File: config.mk
export PLATFORM = sky130hd
export DESIGN_NAME = preparation
export DESIGN_NICKNAME = d
export VERILOG_FILES = /design/src/rtl/preparation.sv
export SDC_FILE = /design/constraint.sdc
export NUM_CORES = 1
export LEC_CHECK = 0
export ABC_AREA = 1
export BUFFER_PORTS_ARGS = -buffer_cell sky130_fd_sc_hd__buf_2
export CAP_MARGIN = 20
export CORE_AREA = 3 3 103 105
export CTS_CLUSTER_SIZE = 8
export DETAILED_ROUTE_END_ITERATION = 12
export DIE_AREA = 0 0 106 108
export SYNTH_ARGS = -nofsm -noshare
export SYNTH_HDL_FRONTEND = slang
export SYNTH_SLANG_ARGS = --single-unit
File: constraint.sdc
create_clock -name clk -period 2.2 [get_ports clk]
set_input_delay 0.66 -clock clk [delete_from_list [all_inputs] [get_ports clk]]
set_output_delay 0.66 -clock clk [all_outputs]
set_load 0.01 [all_outputs]
File: src/rtl/preparation.sv
// rtl/preparation.sv - 3x3 window preparation: tapped pixel delay line feeding the median sorter.
module preparation #(
  parameter int DEPTH = 2
) (
  input  logic       clk,
  input  logic       rst,
  input  logic       done_i,
  input  logic [7:0] data_i,
  output logic [7:0] data0_o,
  output logic [7:0] data1_o,
  output logic [7:0] data2_o,
  output logic [7:0] data3_o,
  output logic [7:0] data4_o,
  output logic [7:0] data5_o,
  output logic [7:0] data6_o,
  output logic [7:0] data7_o,
  output logic [7:0] data8_o,
  output logic       done_o
);

  localparam int TAPS = 2 * DEPTH + 3;
  localparam int CW   = $clog2(TAPS + 1);
  localparam logic [CW-1:0] FULL = CW'(TAPS);

  logic [7:0]    p [0:TAPS-1];
  logic [CW-1:0] cnt;
  logic [CW-1:0] cnt_inc;

  assign cnt_inc = (cnt == FULL) ? cnt : cnt + 1'b1;

  always_ff @(posedge clk or negedge rst) begin
    if (!rst) begin
      for (int k = 0; k < TAPS; k++) p[k] <= 8'd0;
      cnt    <= '0;
      done_o <= 1'b0;
    end else if (done_i) begin
      p[0] <= data_i;
      for (int k = 1; k < TAPS; k++) p[k] <= p[k-1];
      cnt    <= cnt_inc;
      done_o <= (cnt_inc >= FULL);
    end else begin
      done_o <= 1'b0;
    end
  end

  // Taps come straight off the history flops; with small DEPTH the row taps overlap by design.
  assign data8_o = p[0];
  assign data7_o = p[1];
  assign data6_o = p[2];
  assign data5_o = p[DEPTH];
  assign data4_o = p[DEPTH+1];
  assign data3_o = p[DEPTH+2];
  assign data2_o = p[2*DEPTH];
  assign data1_o = p[2*DEPTH+1];
  assign data0_o = p[2*DEPTH+2];

endmodule

==> run_results.csv <==
group,metric,value,unit
placement,dpl_cell_area,2850,um^2
routing,avgRoutedWirePerCell,11.2,um
timing,worst_pin_slew,0.553,ns
power_and_ir_drop,ir_worst_vdd,0.000408,V
routing,vias,1870,
final_layout,fin_nets,351,
timing,finClkSkew,0.00975,ns
synth,async_reset_ff_frac,1.00,
final_layout,final_cells,477,
setup_path,cpPeakStageDelay,0.45,ns
setup_path,end_kind,"output pin",
placement,routabilityCongestion,0.602,
synth,synth_commonest_cells,"nand2_1, dfrtp_1, buf_4",
synth,synth_area_leaders,"dfrtp_1, nand2_1, buf_4",
final_layout,n_fill_cell,1072,
floorplan,die_area,11400,um^2
routing,drt_iter0_drc,92,
placement,dp_cells,461,
cts,htreeDepth,3,
synth,syn_inst,271,
routing,totalWireLength,5370,um
timing,grt_setup_unrepaired,"false",
setup_path,crit_family,"flip-flops",
setup_path,path_cells,"buf_2",
global_route,overflow,0,
setup_path,r2r-end,"done_o",
timing,finalMaxSlewViolations,0,
power_and_ir_drop,fin_total_pwr,3.11,mW
synth,syn_area_per_cell,8.97,um^2
synth,yosysSeqAreaShare,0.618,
global_route,grt_first_pass_wirelength,9050,um
timing,max_slew_margin,0.631,
timing,timing.fmax,624,MHz
cts,cts_tree,"done",
setup_path,timing.critical_path.buf_inv,1,
timing,hold_viol_final,0,
synth,synth_top_cell_by_area,"dfrtp_1",
timing,fin_setup_tns,0,ns
setup_path,cp.required,1.54,ns
synth,yosysMostFrequentCell,"nand2_1",
final_layout,seqCellArea,1500,um^2
timing,setup_slack,0.597,ns
synth,ys_types,11,
final_layout,final_core_util,0.317,
setup_path,critical_path_class,"register to output pin",
global_route,grt_max_degree,61,
synth,synth_ff_type,"dfrtp_1",
final_layout,synthToLayoutAreaGrowth,27.0,%
cts,clkTransAtPathRegs,0.07,ns
setup_path,reg2reg_slack,1.09,ns
floorplan,row_count,36,
floorplan,initial_utilization,0.250,
final_layout,drive_gt1_frac,0.297,
routing,post-route-drc-count,0,
cts,clock_sinks,60,
setup_path,slowest_stage,"dfrtp_1",
final_layout,fin_area,3090,um^2
final_layout,n_antenna_cell,0,
cts,cts_buffers,9,
power_and_ir_drop,p_per_area,1010,nW/um^2
synth,syn-num-nets,283,
synth,ys_ff_latch,60,
hold_path,hold_class,"input pin to asynchronous set/reset pin",
job,maxCapViolations,0,
final_layout,multi_input_area,667,um^2
synth,netlist.area_leader.share,0.618,
global_route,antenna_found_initial,0,
setup_path,cp_data_arrival_time,0.94,ns
cts,insertion_delay,0.33,ns
timing,min_period,1.60,ns
placement,place_ws,0.562,ns
setup_path,ff2ff_path_depth,5,
setup_path,cp-start-kind,"register",
global_route,grt_util_all_layers,0.101,
routing,first_pass_iters,4,
floorplan,ioPinCount,84,
placement,portBuffers,83,
cts,cts.path.max_buffers,2,
placement,dp_hpwl,3670,um
setup_path,r2r_start,"cnt[0]",
floorplan,die_w,106,um
cts,cts-root-buf,"clkbuf_8",
routing,viasPerCell,3.92,
synth,ys_warn_count,0,
timing,holdWs,0.331,ns
floorplan,core_area,9730,um^2
timing,setup_viol,0,
synth,synth_edf_count,0,
setup_path,critPathMaxFanout,4,
power_and_ir_drop,power_leakage,1.77,nW
routing,ant_nets,0,
cts,postCtsSetupBuffers,0,
floorplan,dieHeight,108,um
timing,period_share,0.729,
synth,synth_area,2430,um^2
cts,cts_resized,0,
global_route,grt_pass1_vias,1830,
cts,cts_hold_buf,0,
outcome,status,"finished, final reports clean",
-- flip-flops by register name, summed over array words and instances, names as in the netlist --
signal	flops
cnt	3
data0_o	8
data1_o	8
data2_o	8
data4_o	8
data5_o	8
data7_o	8
data8_o	8
done_o	1
-- routing by layer --
| metal | track usage | vias up | wire length [um] |
|---|---|---|---|
| met1 | 0.131 | 858 | 2440 |
| met3 | 0.0448 | 4 | 400 |
| met4 | 0.0278 | 0 | 41 |
| met2 | 0.153 | 66 | 2480 |
| li1 | - | 942 | - |
| met5 | 0 | - | 0 |
-- layout by cell type (no fill, tap or decap) --
| master | n |
|---|---|
| bufinv_16 | 2 |
| nor2_1 | 1 |
| clkinvlp_4 | 1 |
| inv_2 | 1 |
| buf_4 | 1 |
| buf_2 | 83 |
| dfrtp_1 | 60 |
| inv_1 | 13 |
| o21ai_0 | 17 |
| clkbuf_8 | 12 |
| buf_12 | 2 |
| clkbuf_1 | 1 |
| nand2_1 | 144 |
| ha_1 | 1 |
| nand3_1 | 5 |
-- worst max path at each step --
stage,from,to,slack [ns],depth (start not counted)
floorplan,done_i,data1_o[2],0.92,5
CTS,data2_o[5],data2_o[5],0.57,1
global placement,done_i,done_o,0.59,4
global route,data2_o[5],data3_o[5],0.54,1
detailed placement,done_i,done_o,0.56,4
finish,data2_o[5],data2_o[5],0.60,1
-- cell families after synthesis --
logic type,after synthesis,synth area share
DFF,60,0.618
and+or+nand+nor,150,0.234
AOI/OAI and AO/OA,17,0.0350
buffers and inverters,43,0.108
adders and majority gates,1,0.00515
-- cell type report --
class                      instances  area share
sequential                        60       0.486
tap                              133      0.0539
multi-input combinational        168       0.216
inverter                          14      0.0170
clock buffer                      13      0.0547
timing repair buffer              86       0.150
clock inverter                     3      0.0219
-- power by group --
part	switching, mW	total [mW]	leakage [nW]	internal, mW
combinational	0.345	0.576	0.892	0.231
clock	0.413	1.14	0.116	0.732
sequential	0.127	1.39	0.764	1.26
total	0.885	3.11	1.77	2.22
Power figures use the tool's default switching activity.
